**src/rtl/bldc_hall_decoder_pkg.sv**
```systemverilog
// Shared BLDC hall types: hall codes, rotation direction, decoder FSM state,
// plus the helpers that turn hall codes into sector numbers and sector steps.
package bldc_hall_decoder_pkg;

  localparam int unsigned HALL_W = 3;

  // Raw {A,B,C} pin patterns; 000 and 111 cannot occur on a healthy sensor set.
  typedef enum logic [2:0] {
    HALL_INV0 = 3'b000,
    HALL_C    = 3'b001,
    HALL_B    = 3'b010,
    HALL_BC   = 3'b011,
    HALL_A    = 3'b100,
    HALL_AC   = 3'b101,
    HALL_AB   = 3'b110,
    HALL_INV7 = 3'b111
  } hall_states_t;

  typedef enum logic [1:0] {
    DIR_NONE  = 2'd0,
    DIR_CW    = 2'd1,
    DIR_CCW   = 2'd2,
    DIR_BRAKE = 2'd3
  } rotation_direction_t;

  typedef enum logic [1:0] {
    HD_INIT    = 2'd0,
    HD_LOCKED  = 2'd1,
    HD_RUNNING = 2'd2,
    HD_FAULT   = 2'd3
  } hall_decoder_state_t;

  function automatic logic hall_is_valid(input logic [2:0] code);
    return (code != 3'b000) && (code != 3'b111);
  endfunction

  function automatic logic [2:0] hall_to_sector(input logic [2:0] code);
    logic [2:0] sec;
    case (code)
      3'b101:  sec = 3'd0;
      3'b100:  sec = 3'd1;
      3'b110:  sec = 3'd2;
      3'b010:  sec = 3'd3;
      3'b011:  sec = 3'd4;
      3'b001:  sec = 3'd5;
      default: sec = 3'd0;
    endcase
    return sec;
  endfunction

  // Forward distance (to - from) mod 6 for sectors 0..5; 1 is CW, 5 is CCW.
  // The 3-bit wrap adds 8 when to < from, so subtracting 2 yields the mod-6 result.
  function automatic logic [2:0] sector_step(input logic [2:0] from_sec,
                                             input logic [2:0] to_sec);
    logic [2:0] d;
    d = to_sec - from_sec;
    if (to_sec < from_sec) d = d - 3'd2;
    return d;
  endfunction

endpackage

```
**src/rtl/bldc_hall_decoder_filter.sv**
```systemverilog
// Two-flop synchronizer and debounce for the hall pins; accept_o strobes
// combinationally on the cycle a new code completes its stability window.
module bldc_hall_filter
  import bldc_hall_decoder_pkg::*;
#(
  parameter int unsigned FILTER_CYCLES = 16
) (
  input  logic              clk_i,
  input  logic              rst_ni,
  input  logic [HALL_W-1:0] hall_i,
  output logic [HALL_W-1:0] code_o,
  output logic              accept_o
);

  localparam logic [7:0] FILTER_LIMIT = 8'(FILTER_CYCLES);

  logic [HALL_W-1:0] sync1_q, sync2_q, prev_q, accepted_q;
  logic [7:0]        count_q, count_d, count_inc;
  logic              differs;

  // A candidate counts up while it differs from the accepted code and stays unchanged.
  always_comb begin
    differs   = (sync2_q != accepted_q);
    count_inc = (sync2_q == prev_q) ? count_q + 8'd1 : 8'd1;
    accept_o  = differs && (count_inc == FILTER_LIMIT);
    if (!differs || accept_o) count_d = '0;
    else                      count_d = count_inc;
  end

  always_ff @(posedge clk_i or negedge rst_ni) begin
    if (!rst_ni) begin
      sync1_q    <= '0;
      sync2_q    <= '0;
      prev_q     <= '0;
      accepted_q <= '0;
      count_q    <= '0;
    end else begin
      sync1_q <= hall_i;
      sync2_q <= sync1_q;
      prev_q  <= sync2_q;
      count_q <= count_d;
      if (accept_o) accepted_q <= sync2_q;
    end
  end

  assign code_o = sync2_q;

endmodule

```
**src/rtl/bldc_hall_decoder.sv**
```systemverilog
// BLDC hall decoder: filtered hall code to sector, direction, edge period,
// and fault/skip/stall status, all registered on the acceptance edge.
module bldc_hall_decoder
  import bldc_hall_decoder_pkg::*;
#(
  parameter int unsigned FILTER_CYCLES = 16,
  parameter int unsigned PERIOD_WIDTH  = 24
) (
  input  logic                    clk,
  input  logic                    rst_n,
  input  logic [2:0]              hall_in,
  output hall_states_t            hall_state,
  output logic [2:0]              sector,
  output logic                    sector_valid,
  output rotation_direction_t     dir,
  output logic                    edge_stb,
  output logic [PERIOD_WIDTH-1:0] period,
  output logic                    period_valid,
  output logic                    hall_fault,
  output logic                    skip_err,
  output logic                    stall
);

  localparam logic [PERIOD_WIDTH-1:0] CNT_MAX = '1;

  logic [2:0] filt_code;
  logic       filt_accept;

  bldc_hall_filter #(
    .FILTER_CYCLES(FILTER_CYCLES)
  ) u_filter (
    .clk_i   (clk),
    .rst_ni  (rst_n),
    .hall_i  (hall_in),
    .code_o  (filt_code),
    .accept_o(filt_accept)
  );

  hall_decoder_state_t     state_q;
  hall_states_t            hall_state_q;
  logic [2:0]              sector_q;
  logic                    sector_valid_q;
  rotation_direction_t     dir_q;
  logic                    edge_stb_q;
  logic [PERIOD_WIDTH-1:0] period_q;
  logic                    period_valid_q;
  logic                    hall_fault_q;
  logic                    skip_err_q;
  logic                    stall_q;
  logic [PERIOD_WIDTH-1:0] cnt_q, cnt_d;

  logic       new_valid;
  logic [2:0] new_sector;
  logic [2:0] step;
  logic       adjacent;

  always_comb begin
    new_valid  = hall_is_valid(filt_code);
    new_sector = hall_to_sector(filt_code);
    step       = sector_step(sector_q, new_sector);
    adjacent   = (step == 3'd1) || (step == 3'd5);
    cnt_d      = (cnt_q == CNT_MAX) ? CNT_MAX : cnt_q + PERIOD_WIDTH'(1);
  end

  // Every status output moves on the same edge the filter accepts a code,
  // so consumers never see hall_state and its derived flags disagree.
  always_ff @(posedge clk or negedge rst_n) begin
    if (!rst_n) begin
      state_q        <= HD_INIT;
      hall_state_q   <= HALL_INV0;
      sector_q       <= '0;
      sector_valid_q <= 1'b0;
      dir_q          <= DIR_NONE;
      edge_stb_q     <= 1'b0;
      period_q       <= '0;
      period_valid_q <= 1'b0;
      hall_fault_q   <= 1'b0;
      skip_err_q     <= 1'b0;
      stall_q        <= 1'b0;
      cnt_q          <= '0;
    end else begin
      edge_stb_q <= 1'b0;
      skip_err_q <= 1'b0;
      if (filt_accept) begin
        edge_stb_q   <= 1'b1;
        hall_state_q <= hall_states_t'(filt_code);
        cnt_q        <= '0;
        stall_q      <= 1'b0;
        if (!new_valid) begin
          hall_fault_q   <= 1'b1;
          sector_valid_q <= 1'b0;
          dir_q          <= DIR_NONE;
          period_valid_q <= 1'b0;
          state_q        <= HD_FAULT;
        end else begin
          hall_fault_q   <= 1'b0;
          sector_q       <= new_sector;
          sector_valid_q <= 1'b1;
          case (state_q)
            HD_LOCKED, HD_RUNNING: begin
              if (adjacent) begin
                dir_q   <= (step == 3'd1) ? DIR_CW : DIR_CCW;
                state_q <= HD_RUNNING;
                // A full period needs two adjacent edges, so only RUNNING measures it.
                if (state_q == HD_RUNNING) begin
                  period_q       <= cnt_d;
                  period_valid_q <= 1'b1;
                end
              end else begin
                skip_err_q     <= 1'b1;
                dir_q          <= DIR_NONE;
                period_valid_q <= 1'b0;
                state_q        <= HD_LOCKED;
              end
            end
            default: begin
              dir_q          <= DIR_NONE;
              period_valid_q <= 1'b0;
              state_q        <= HD_LOCKED;
            end
          endcase
        end
      end else begin
        cnt_q <= cnt_d;
        if ((state_q == HD_RUNNING) && (cnt_d == CNT_MAX)) begin
          stall_q        <= 1'b1;
          dir_q          <= DIR_NONE;
          period_valid_q <= 1'b0;
          state_q        <= HD_LOCKED;
        end
      end
    end
  end

  assign hall_state   = hall_state_q;
  assign sector       = sector_q;
  assign sector_valid = sector_valid_q;
  assign dir          = dir_q;
  assign edge_stb     = edge_stb_q;
  assign period       = period_q;
  assign period_valid = period_valid_q;
  assign hall_fault   = hall_fault_q;
  assign skip_err     = skip_err_q;
  assign stall        = stall_q;

endmodule

```
**config.mk**
```make
export PLATFORM = sky130hd
export DESIGN_NAME = bldc_hall_decoder
export DESIGN_NICKNAME = d
export VERILOG_FILES = /design/src/rtl/bldc_hall_decoder_pkg.sv /design/src/rtl/bldc_hall_decoder_filter.sv /design/src/rtl/bldc_hall_decoder.sv
export SDC_FILE = /design/constraint.sdc
export NUM_CORES = 1
export LEC_CHECK = 0
export CAP_MARGIN = 20
export CORE_ASPECT_RATIO = 0.7
export CORE_MARGIN = 2
export CORE_UTILIZATION = 44
export CTS_BUF_LIST = sky130_fd_sc_hd__clkbuf_8
export CTS_CLUSTER_SIZE = 8
export DETAILED_ROUTE_END_ITERATION = 8
export PLACE_DENSITY = 0.67
export REMOVE_ABC_BUFFERS = 1
export SETUP_SLACK_MARGIN = 0.02
export SLEW_MARGIN = 20
export SYNTH_ARGS = -nofsm -noshare
export SYNTH_HDL_FRONTEND = slang
export SYNTH_SLANG_ARGS = --single-unit
```
**constraint.sdc**
```tcl
create_clock -name clk -period 3.1 [get_ports clk]
set_clock_uncertainty 0.15 [all_clocks]
set_input_delay 0.465 -clock clk [delete_from_list [all_inputs] [get_ports clk]]
set_output_delay 0.465 -clock clk [all_outputs]
set_load 0.1 [all_outputs]
```
==> results of run 1 <==
## report_power, final
group / switching, uW / internal [uW]
Sequential: 7.99 / 1060
Clock: 368 / 432
Combinational: 50.4 / 28.5
Total: 427 / 1520
## layout by cell type (no fill, tap or decap), types with 6 or more instances in the layout
cell type	count
dfrtp_1	81
buf_4	49
a21oi_1	38
nor2_1	34
nand2_1	28
o21ai_0	17
a21o_1	17
xnor2_1	16
inv_1	12
xor2_1	12
nand3_1	12
nand4_1	12
clkbuf_8	12
nor2b_1	7
nor3_1	7
o21ai_1	7
ha_1	6
## flip-flops by register name, indices dropped and copies added, names as in the netlist, 2 cells and up
register,count
u_filter.accepted_q,3
cnt_q,24
u_filter.count_q,8
state_q,2
sector,3
dir,2
u_filter.prev_q,3
u_filter.code_o,3
period,24
u_filter.sync1_q,3
## Yosys cell counts (5+ instances only)
library cell,n,share of area
a21oi_1,38,0.048
nand3_1,12,0.015
xnor2_1,16,0.035
inv_1,10,0.0094
nand2_1,28,0.026
nand4_1,12,0.019
buf_2,6,0.0075
ha_1,6,0.019
o21ai_1,6,0.0075
a21o_1,17,0.032
and3_1,5,0.0079
xor2_1,12,0.026
nor2b_1,7,0.011
clkbuf_1,6,0.0057
nor3_1,7,0.0088
nor2_1,34,0.032
buf_6,7,0.020
o21ai_0,18,0.023
dfrtp_1,81,0.51
## cell type report
type | instances | area, um2
Fill cell | 801 | 3970
Sequential cell | 81 | 2030
Multi-Input combinational cell | 274 | 1800
Timing Repair Buffer | 54 | 429
Clock buffer | 12 | 165
Tap cell | 120 | 150
Clock inverter | 4 | 42.5
Inverter | 10 | 37.5
## metrics by stage
step	worst slack (ns)	total power, uW	hold WS, ns	util	area, um2
after floorplan	-0.618	1130	0.0194	-	3850
after global routing	0.0587	2050	0.0539	0.540	4650
after global placement	0.283	1170	0.186	0.512	4410
final	0.304	1950	-0.0101	0.540	4650
after detailed placement	0.215	1170	0.196	0.512	4410
after CTS	0.126	1980	0.159	0.536	4620
## logic make-up after synthesis
kind of cell | Yosys count
simple gates | 136
compound gates | 98
flops | 81
buf+inv | 29
xor+xnor | 28
fa+ha+maj | 7
mux | 5
## timing repair
| action | 4_1_cts | 5_1_grt |
|---|---|---|
| setup buffers | 0 | 1 |
| endpoints found under the setup margin | 0 | 23 |
| gates resized for setup | 0 | 3 |
## per-layer routing
metal | vias up | track usage | wire length (um)
met2 | 74 | 0.244 | 3450
li1 | 1456 | - | -
met3 | 4 | 0.0519 | 383
met4 | 0 | 0.0526 | 37
met5 | - | 0 | 0
met1 | 1400 | 0.293 | 4720
## worst max-delay path, delay by kind of cell, from the launching register on
kind | cells | cell delay [ns]
AOI/OAI and AO/OA | 3 | 0.40
and+or+nand+nor | 3 | 0.66
adders and majority gates | 2 | 0.63
DFF | 1 | 0.42
xor gates and xnor gates | 1 | 0.17
buffers and inverters | 2 | 0.24
## worst max-delay path by stage
stage / startpoint / to / cells after the start
2_1_floorplan: sector[1]$_DFFE_PN0N_ / period[18]$_DFFE_PN0P_ / 8
6_report: u_filter.code_o[2]$_DFF_PN0_ / period[13]$_DFFE_PN0P_ / 11
4_1_cts: u_filter.code_o[2]$_DFF_PN0_ / period[13]$_DFFE_PN0P_ / 11
3_3_place_gp: u_filter.code_o[2]$_DFF_PN0_ / period[21]$_DFFE_PN0P_ / 10
3_5_place_dp: u_filter.code_o[2]$_DFF_PN0_ / period[5]$_DFFE_PN0P_ / 11
5_1_grt: u_filter.code_o[1]$_DFF_PN0_ / period[13]$_DFFE_PN0P_ / 10
==> impl_metrics.csv, run 1 <==
group,metric,value,unit
outcome,status,"finished with violations",
outcome,violations,"negative hold slack",
pwr,power_density,419,mW/mm2
layout,nets,442,
route,vias,2934,
timing,fmax,358,MHz
global_routing,antenna_found_initial,0,
timing,setup_tns,0,ns
timing,drv_slew,0,
timing,post-route-min-period,2.80,ns
layout,n_antenna_cell,0,
clocking,numCtsBuffers,9,
worst_setup_path,cp_max_fo,32,
timing,fin_crit_sh,0.902,
global_routing,grt_pass1_vias,2860,
clocking,cts_htree_levels,3,
worst_setup_path,path_cells,"xor2_1 -> o21ai_1 -> ha_1 -> inv_1 -> fa_1 -> nor3_1 -> nor4b_4 -> nand4_4 -> buf_12 -> a21oi_1 -> a21o_1",
timing,holdWs,-0.0101,ns
synthesis,ys_ff_latch,81,
worst_setup_path,worstReg2RegEnd,"period[13]$_DFFE_PN0P_",
global_routing,grt_max_degree,82,
route,drc_errors,0,
place,gp_congestion,0.838,
floorplan,die_y,83.6,um
floorplan,core_area,0.00862,mm2
floorplan,fp.dieArea,0.00983,mm2
global_routing,grt_use_total,0.186,
global_routing,overflow,0,
worst_setup_path,r2r-start,"u_filter.code_o[2]$_DFF_PN0_",
layout,drive_gt1_frac,0.198,
synthesis,ys.flop_type,"dfrtp_1",
timing,timing.slew.headroom,0.507,
floorplan,fp.dieW,118,um
worst_setup_path,cp-start-kind,"register",
timing,hold_viol,19,
worst_setup_path,cp_slowest_cell,"fa_1",
clocking,cts_buffer_depth,2,
worst_setup_path,required,3.20,ns
clocking,postCtsHoldBufs,0,
route,drt_first_pass_iters,4,
floorplan,ios,43,
worst_setup_path,critPathKind,"register to register",
worst_setup_path,slowest_delay,0.44,ns
place,port_buffers,42,
synthesis,yosys.area_share.simple,0.198,
layout,area.growth.synth_to_final,16.9,%
synthesis,synth_edf_count,0,
floorplan,start_util,0.462,
route,drtIter0Drc,201,
clocking,clk_pin_slew,0.08,ns
clocking,cts_tree,"done",
worst_hold_path,hp-class,"input pin to async pin",
synthesis,synth_fa_ha_area_frac,0.0239,
synthesis,synth_top_family_by_area,"simple AND/OR/NAND/NOR gates",
timing,rsz0062_at_grt,"no",
place,place_inst,538,
place,dp_hpwl,6040,um
route,wire_per_inst,15.5,um
synthesis,synth_cell_types,54,
worst_setup_path,cp-end-kind,"register",
global_routing,grt_pass1_wl,14600,um
route,antenna_left,0,
worst_setup_path,reg2regPathDepth,11,
clocking,root_buffer,"clkbuf_8",
layout,final_cells,555,
route,via_per_inst,5.29,
synthesis,syn_inst,384,
synthesis,synth_mux_area_frac,0.0148,
pwr,ir_drop,0.222,mV
clocking,cts.sinks,81,
timing,worst_pin_slew,0.740,ns
clocking,clock_latency,0.35,ns
timing,setup_violations,0,
synthesis,synthArstFlopShare,1.00,
synthesis,synth_warnings,0,
worst_setup_path,worst-r2r-setup-slack,0.30,ns
synthesis,ys_seq_area_frac,0.510,
worst_setup_path,worstPathArrival,2.90,ns
synthesis,synth.avg_cell_area,10.4,um2
synthesis,synth-compound-area-share,0.150,
synthesis,synth_xor_area_frac,0.0617,
run,drv_cap,0,
floorplan,rows,28,
synthesis,syn_area,0.00398,mm2
route,routed_wl,8590,um
pwr,p_leak,0.00219,uW
(Power assumes the default switching activity.)
==> inputs of run 2 (changes only) <==
--- a/config.mk
+++ b/config.mk
@@ -10,8 +10,10 @@
 export CORE_MARGIN = 2
 export CORE_UTILIZATION = 44
 export CTS_BUF_LIST = sky130_fd_sc_hd__clkbuf_8
+export CTS_CLUSTER_DIAMETER = 120
 export CTS_CLUSTER_SIZE = 8
 export DETAILED_ROUTE_END_ITERATION = 8
+export HOLD_SLACK_MARGIN = 0.1
 export PLACE_DENSITY = 0.67
 export REMOVE_ABC_BUFFERS = 1
 export SETUP_SLACK_MARGIN = 0.02
==> constraint.sdc (replaced) <==
create_clock -name clk -period 2.3 [get_ports clk]
set_clock_uncertainty 0.15 [all_clocks]
set_input_delay 0.345 -clock clk [delete_from_list [all_inputs] [get_ports clk]]
set_output_delay 0.345 -clock clk [all_outputs]
set_load 0.1 [all_outputs]
==> run 2 against run 1 <==
  * Utilization rose by 7.2 points
  * First-iteration DRC count rose by 34%
  * Cell count rose by 12%
  * Power rose by 28%
  * Combinational power rose by 96%
  * Register-to-register slack got worse by 0.79 ns
  * Largest cell class unchanged
  * The flow finishes with violations (negative setup slack)
  * Non-clock buffer count rose by 65
  * Worst setup slack got worse by 0.79 ns
  * Largest power group unchanged
==> impl_metrics.csv, run 2 (synthesis results as in run 1) <==
group,metric,value,unit
outcome,status,"finished with violations",
outcome,violations,"negative setup slack",
timing,timing.slew.headroom,0.664,
place,place_ws,-0.642,ns
floorplan,fp.dieArea,0.00983,mm2
worst_setup_path,required,2.41,ns
route,routed_wl,9750,um
global_routing,antenna_found_initial,0,
floorplan,start_util,0.462,
pwr,ir_drop,0.435,mV
worst_setup_path,worstPathArrival,2.89,ns
timing,worst_pin_slew,0.503,ns
layout,fin_util,0.612,
route,vias,3261,
floorplan,rows,28,
timing,post-route-min-period,2.78,ns
worst_setup_path,cp-end-kind,"register",
worst_setup_path,cp-startpoint,"u_filter.code_o[2]$_DFF_PN0_",
run,drv_cap,0,
clocking,cts_htree_levels,3,
layout,regArea,0.00203,mm2
layout,area.growth.synth_to_final,32.6,%
place,gp_congestion,0.873,
layout,n_antenna_cell,0,
clocking,clock_latency,0.36,ns
worst_hold_path,hold_path_startpoint,"u_filter.sync1_q[2]$_DFF_PN0_",
route,drc_errors,0,
timing,fmax,359,MHz
timing,setup_violations,36,
layout,final_cells,620,
clocking,clk_pin_slew,0.08,ns
floorplan,fp.dieW,118,um
layout,layout_commonest_cell,"buf_4",
clocking,cts_tree,"done",
floorplan,ios,43,
global_routing,overflow,0,
worst_setup_path,slowest_delay,0.56,ns
layout,multi_input_area,0.00194,mm2
global_routing,grt_pass1_vias,3258,
global_routing,grt_max_degree,45,
layout,nets,507,
clocking,numCtsBuffers,9,
global_routing,grt_use_total,0.209,
place,port_buffers,42,
timing,drv_slew,0,
place,place_inst,595,
route,antenna_left,0,
worst_setup_path,cp_max_fo,4,
clocking,cts.sinks,81,
timing,fin_crit_sh,1.21,
pwr,p_leak,0.00255,uW
global_routing,grt_pass1_wl,16500,um
floorplan,die_y,83.6,um
pwr,power_density,473,mW/mm2
worst_setup_path,critPathKind,"register to register",
route,drtIter0Drc,270,
clocking,cts_buffer_depth,2,
timing,fin_ws,-0.483,ns
layout,drive_gt1_frac,0.346,
worst_setup_path,cp_slowest_cell,"fa_2",
route,wire_per_inst,15.7,um
timing,hold_viol,0,
worst_setup_path,cp-start-kind,"register",
floorplan,core_area,0.00862,mm2
route,drt_first_pass_iters,5,
layout,n_fill_cell,738,
clocking,root_buffer,"clkbuf_8",
worst_setup_path,r2r-start,"u_filter.code_o[2]$_DFF_PN0_",
worst_hold_path,hp-class,"register to register",
worst_setup_path,path_cells,"xor2_1 -> o21ai_2 -> ha_2 -> inv_2 -> fa_2 -> nor3_4 -> nor4b_4 -> nand4_4 -> buf_6 -> mux2_4",
pwr,power.total,2490,uW
layout,final_cell_mix,"buf_4 (105), dfrtp_1 (81), a21oi_1 (38), nor2_1 (33), nand2_1 (28)",
timing,rsz0062_at_grt,"yes",
route,via_per_inst,5.26,
place,dp_hpwl,7020,um
==> run 2: cell types whose count changed in the layout (fill, tap and decap cells not counted), sizes merged <==
cell	previous run	this run
clkinvlp	0	3
clkbuf	12	9
bufinv	1	0
dlygate4sd3	0	1
buf	51	115
clkinv	1	2
==> run 2: path summary, 6_finish.rpt <==
check / end / slack [ns] / cells after the start
setup / recovery: period[18]$_DFFE_PN0P_ / -0.48 / 10
max in group asynchronous: period[12]$_DFFE_PN0P_ / 1.06 / 3
min in group asynchronous: u_filter.code_o[1]$_DFF_PN0_ / 0.34 / 2
setup reg to reg: period[18]$_DFFE_PN0P_ / -0.48 / 10
hold reg to reg: u_filter.code_o[2]$_DFF_PN0_ / 0.21 / 0
hold / removal: u_filter.code_o[2]$_DFF_PN0_ / 0.21 / 0
==> run 2: report_power, final <==
part	total [uW]	switching [uW]	internal, uW
Clock	896	517	379
Sequential	1440	7.89	1430
Combinational	155	86.7	68.5
Total	2490	611	1880
==> run 2: final cells by class <==
class                      instances  area share
clock inverter                     7     0.00759
inverter                          10     0.00712
clock buffer                       9      0.0235
tap                              120      0.0285
multi-input combinational        274       0.369
sequential                        81       0.384
timing repair buffer             119       0.180
==> run 2: metrics by stage <==
step                      setup TNS [ns]  cell area, um2  hold WS (ns)
after global placement            -12.74            4840         0.184
after global routing              -18.59            5270         0.217
final                             -11.86            5270         0.206
after CTS                         -12.90            5110         0.212
after floorplan                   -33.75            3850        -0.101
after detailed placement          -17.25            4840         0.191
==> run 2: worst max-delay path: cells and delay by family (launching register included) <==
family	cells	cell delay (ns)
buf+inv	2	0.20
flops	1	0.40
compound gates	1	0.16
simple gates	3	0.55
mux	1	0.28
xor+xnor	1	0.17
fa+ha+maj	2	0.77
==> run 2: what timing repair did <==
| action | in CTS | in global routing |
|---|---|---|
| pin swaps | 5 | 13 |
| endpoints found under the setup margin | 49 | 68 |
| gates resized for setup | 17 | 25 |
| setup buffers | 4 | 5 |
| endpoints found under the hold margin | 37 | 0 |
| hold buffers | 1 | 0 |
==> run 2: metal layers <==
layer | routed length [um] | GRT usage | up-vias
met2 | 4040 | 0.280 | 102
met1 | 5090 | 0.329 | 1573
met3 | 530 | 0.0546 | 8
met4 | 90 | 0.0570 | 0
met5 | 0 | 0 | -
li1 | - | - | 1578
==> inputs of run 3 (changes only) <==
--- a/config.mk
+++ b/config.mk
@@ -20,4 +20,5 @@
 export SLEW_MARGIN = 20
 export SYNTH_ARGS = -nofsm -noshare
 export SYNTH_HDL_FRONTEND = slang
+export SYNTH_HIERARCHICAL = 1
 export SYNTH_SLANG_ARGS = --single-unit
==> run 3 against run 2 <==
  * The flow still finishes with violations (negative setup slack)
  * Routed wire length increased by 4.7%
  * Register-to-register slack improved by 0.12 ns
  * Critical path type unchanged
  * Utilization increased by 4.8 points
  * Non-clock buffer count increased by 18
  * Largest power group unchanged
  * Flip-flop and latch count increased by 3
  * Cell count increased by 5.5%
  * Via count increased by 3.5%
  * Largest cell class unchanged
  * Area after synthesis about the same
==> impl_metrics.csv, run 3 <==
group,metric,value,unit
clocking,cts_buffer_depth,2,
synthesis,synth_cell_types,58,
worst_setup_path,worstPathArrival,2.77,ns
timing,fin_crit_sh,1.16,
pwr,power_density,497,mW/mm2
synthesis,syn_inst,398,
timing,worst_pin_slew,0.484,ns
timing,post-route-min-period,2.66,ns
global_routing,grt_use_total,0.208,
synthesis,syn_area,0.00398,mm2
layout,drive_gt1_frac,0.363,
timing,setup_tns,-9.05,ns
global_routing,antenna_found_initial,0,
synthesis,ys.flop_type,"dfrtp_1",
route,vias,3376,
place,place_ws,-0.424,ns
synthesis,synth.avg_cell_area,9.99,um2
layout,area.growth.synth_to_final,43.0,%
floorplan,ios,43,
pwr,p_leak,0.00277,uW
clocking,root_buffer,"clkbuf_8",
clocking,cts_tree,"done",
clocking,clk_pin_slew,0.09,ns
route,drc_errors,0,
synthesis,yosys-top-cells-count,"dfrtp_1 (84), nor2_1 (51), nand2_1 (43), o21ai_0 (30), xor2_1 (18)",
floorplan,die_y,83.5,um
layout,regArea,0.00210,mm2
worst_setup_path,cp-end-kind,"register",
place,gp_congestion,0.848,
floorplan,fp.dieArea,0.00982,mm2
worst_hold_path,hp-class,"register to register",
global_routing,overflow,0,
synthesis,synth.most_common_cell,"dfrtp_1",
layout,fin_util,0.659,
synthesis,ys_ff_latch,84,
timing,rsz0062_at_grt,"yes",
synthesis,synth_edf_count,0,
worst_setup_path,slowest_delay,0.47,ns
global_routing,grt_max_degree,49,
outcome,status,"finished with violations",
route,drtIter0Drc,194,
worst_setup_path,cp_max_fo,14,
layout,multi_input_area,0.00198,mm2
floorplan,start_util,0.461,
timing,timing.slew.headroom,0.678,
place,place_inst,620,
global_routing,grt_pass1_vias,3225,
timing,holdWs,0.206,ns
clocking,clock_latency,0.37,ns
clocking,cts.sinks,84,
layout,final_cells,654,
floorplan,fp.dieW,118,um
synthesis,synth_top_area_share,0.529,
layout,n_antenna_cell,0,
timing,setup_violations,32,
clocking,numCtsBuffers,9,
synthesis,synth_top_cell_by_area,"dfrtp_1",
clocking,cts_htree_levels,3,
floorplan,rows,28,
worst_setup_path,critPathKind,"register to register",
worst_setup_path,cp_slowest_cell,"fa_1",
route,via_per_inst,5.16,
worst_setup_path,required,2.41,ns
layout,layout_commonest_cell,"buf_4",
route,antenna_left,0,
layout,final_cell_mix,"buf_4 (115), dfrtp_1 (84), nor2_1 (47), nand2_1 (43), o21ai_0 (22)",
pwr,ir_drop,0.420,mV
timing,fin_ws,-0.360,ns
place,port_buffers,42,
worst_setup_path,path_cells,"xor2_1 -> o21ai_1 -> ha_2 -> inv_2 -> fa_1 -> a21boi_1 -> nor3_2 -> nand3_2 -> buf_6 -> buf_16 -> nand2_1 -> o21ai_0",
route,routed_wl,10200,um
layout,nets,542,
timing,fmax,376,MHz
synthesis,synth_top_cells_by_area,"dfrtp_1 (53%), nor2_1 (4.8%), nand2_1 (4.1%), xor2_1 (4.0%), o21ai_0 (3.8%)",
route,drt_first_pass_iters,4,
layout,n_fill_cell,690,
place,dp_hpwl,6650,um
floorplan,core_area,0.00862,mm2
outcome,violations,"negative setup slack",
timing,hold_viol,0,
route,wire_per_inst,15.6,um
synthesis,ys_seq_area_frac,0.529,
worst_setup_path,cp-start-kind,"register",
global_routing,grt_pass1_wl,16200,um
synthesis,synth_warnings,6,
synthesis,synthArstFlopShare,1.00,
run,drv_cap,0,
timing,drv_slew,0,
==> run 3: cell count changes after synthesis, sizes merged, moves of 3 or more <==
cell	previous run	this run
a21oi	38	9
nor2	34	51
a21o	17	1
nand2	28	43
buf	13	2
clkbuf	6	14
nor3	8	16
o21ai	24	31
xor2	12	18
and2	5	0
xnor2	16	11
and3	5	8
dfrtp	81	84
nand4	14	11
==> run 3: repair_timing <==
item | in CTS | in global routing
endpoints found under the hold margin | 36 | 0
cloned | 1 | 2
pin swaps | 13 | 23
gates resized for setup | 37 | 41
setup buffers | 10 | 8
endpoints found under the setup margin | 47 | 64
hold buffers | 1 | 0
==> run 3: per-layer routing <==
| layer | part of all wire | GRT usage | up-vias |
|---|---|---|---|
| met3 | 0.044 | 0.0526 | 12 |
| met4 | 0.012 | 0.0613 | 0 |
| met5 | 0 | 0 | - |
| li1 | - | - | 1651 |
| met1 | 0.49 | 0.296 | 1642 |
| met2 | 0.46 | 0.314 | 71 |
==> run 3: cell families (layout without fill, tap and decap cells) <==
| group | count (synthesis) | in the layout | synth area share |
|---|---|---|---|
| flops | 84 | 84 | 0.529 |
| fa+ha+maj | 7 | 7 | 0.0239 |
| buf+inv | 29 | 165 | 0.0286 |
| simple gates | 174 | 174 | 0.225 |
| xor+xnor | 29 | 29 | 0.0639 |
| mux | 9 | 9 | 0.0274 |
| compound gates | 66 | 66 | 0.102 |
==> run 3: final timing paths <==
check	startpoint	endpoint	slack (ns)	cells after the start
setup reg to reg	u_filter/code_o[1]$_DFF_PN0_	period[3]$_DFFE_PN0P_	-0.36	12
hold reg to reg	u_filter/sync1_q[1]$_DFF_PN0_	u_filter/code_o[1]$_DFF_PN0_	0.21	0
hold / removal	u_filter/sync1_q[1]$_DFF_PN0_	u_filter/code_o[1]$_DFF_PN0_	0.21	0
setup / recovery	u_filter/code_o[1]$_DFF_PN0_	period[3]$_DFFE_PN0P_	-0.36	12
max in group asynchronous	rst_n	sector[2]$_DFFE_PN0P_	1.05	3
min in group asynchronous	rst_n	u_filter/count_q[5]$_DFF_PN0_	0.33	2
==> run 3: power by group <==
| group | leakage [uW] | switching [uW] | internal (uW) |
|---|---|---|---|
| logic | 0.00152 | 90.2 | 79.8 |
| clock network | 0.000114 | 526 | 631 |
| registers | 0.00113 | 9.40 | 1490 |
==> run 3: per-stage QoR <==
step / instance area, um2 / total power, uW
3_5_place_dp: 4970 / 1660
6_report: 5680 / 2820
3_3_place_gp: 4970 / 1660
2_1_floorplan: 3910 / 1570
5_1_grt: 5680 / 2930
4_1_cts: 5440 / 2830
==> run 3: layout make-up <==
type / count / area share
Clock inverter: 5 / 0.0137
Sequential cell: 84 / 0.370
Timing Repair Buffer: 137 / 0.210
Inverter: 13 / 0.00859
Clock buffer: 10 / 0.0242
Tap cell: 120 / 0.0264
Multi-Input combinational cell: 285 / 0.348
==> run 3: worst max-delay path, delay by kind of cell, from the launching register on <==
kind | cells | cell delay [ns]
fa+ha+maj | 2 | 0.67
flops | 1 | 0.42
simple gates | 3 | 0.41
compound gates | 3 | 0.37
buf+inv | 3 | 0.34
xor+xnor | 1 | 0.17
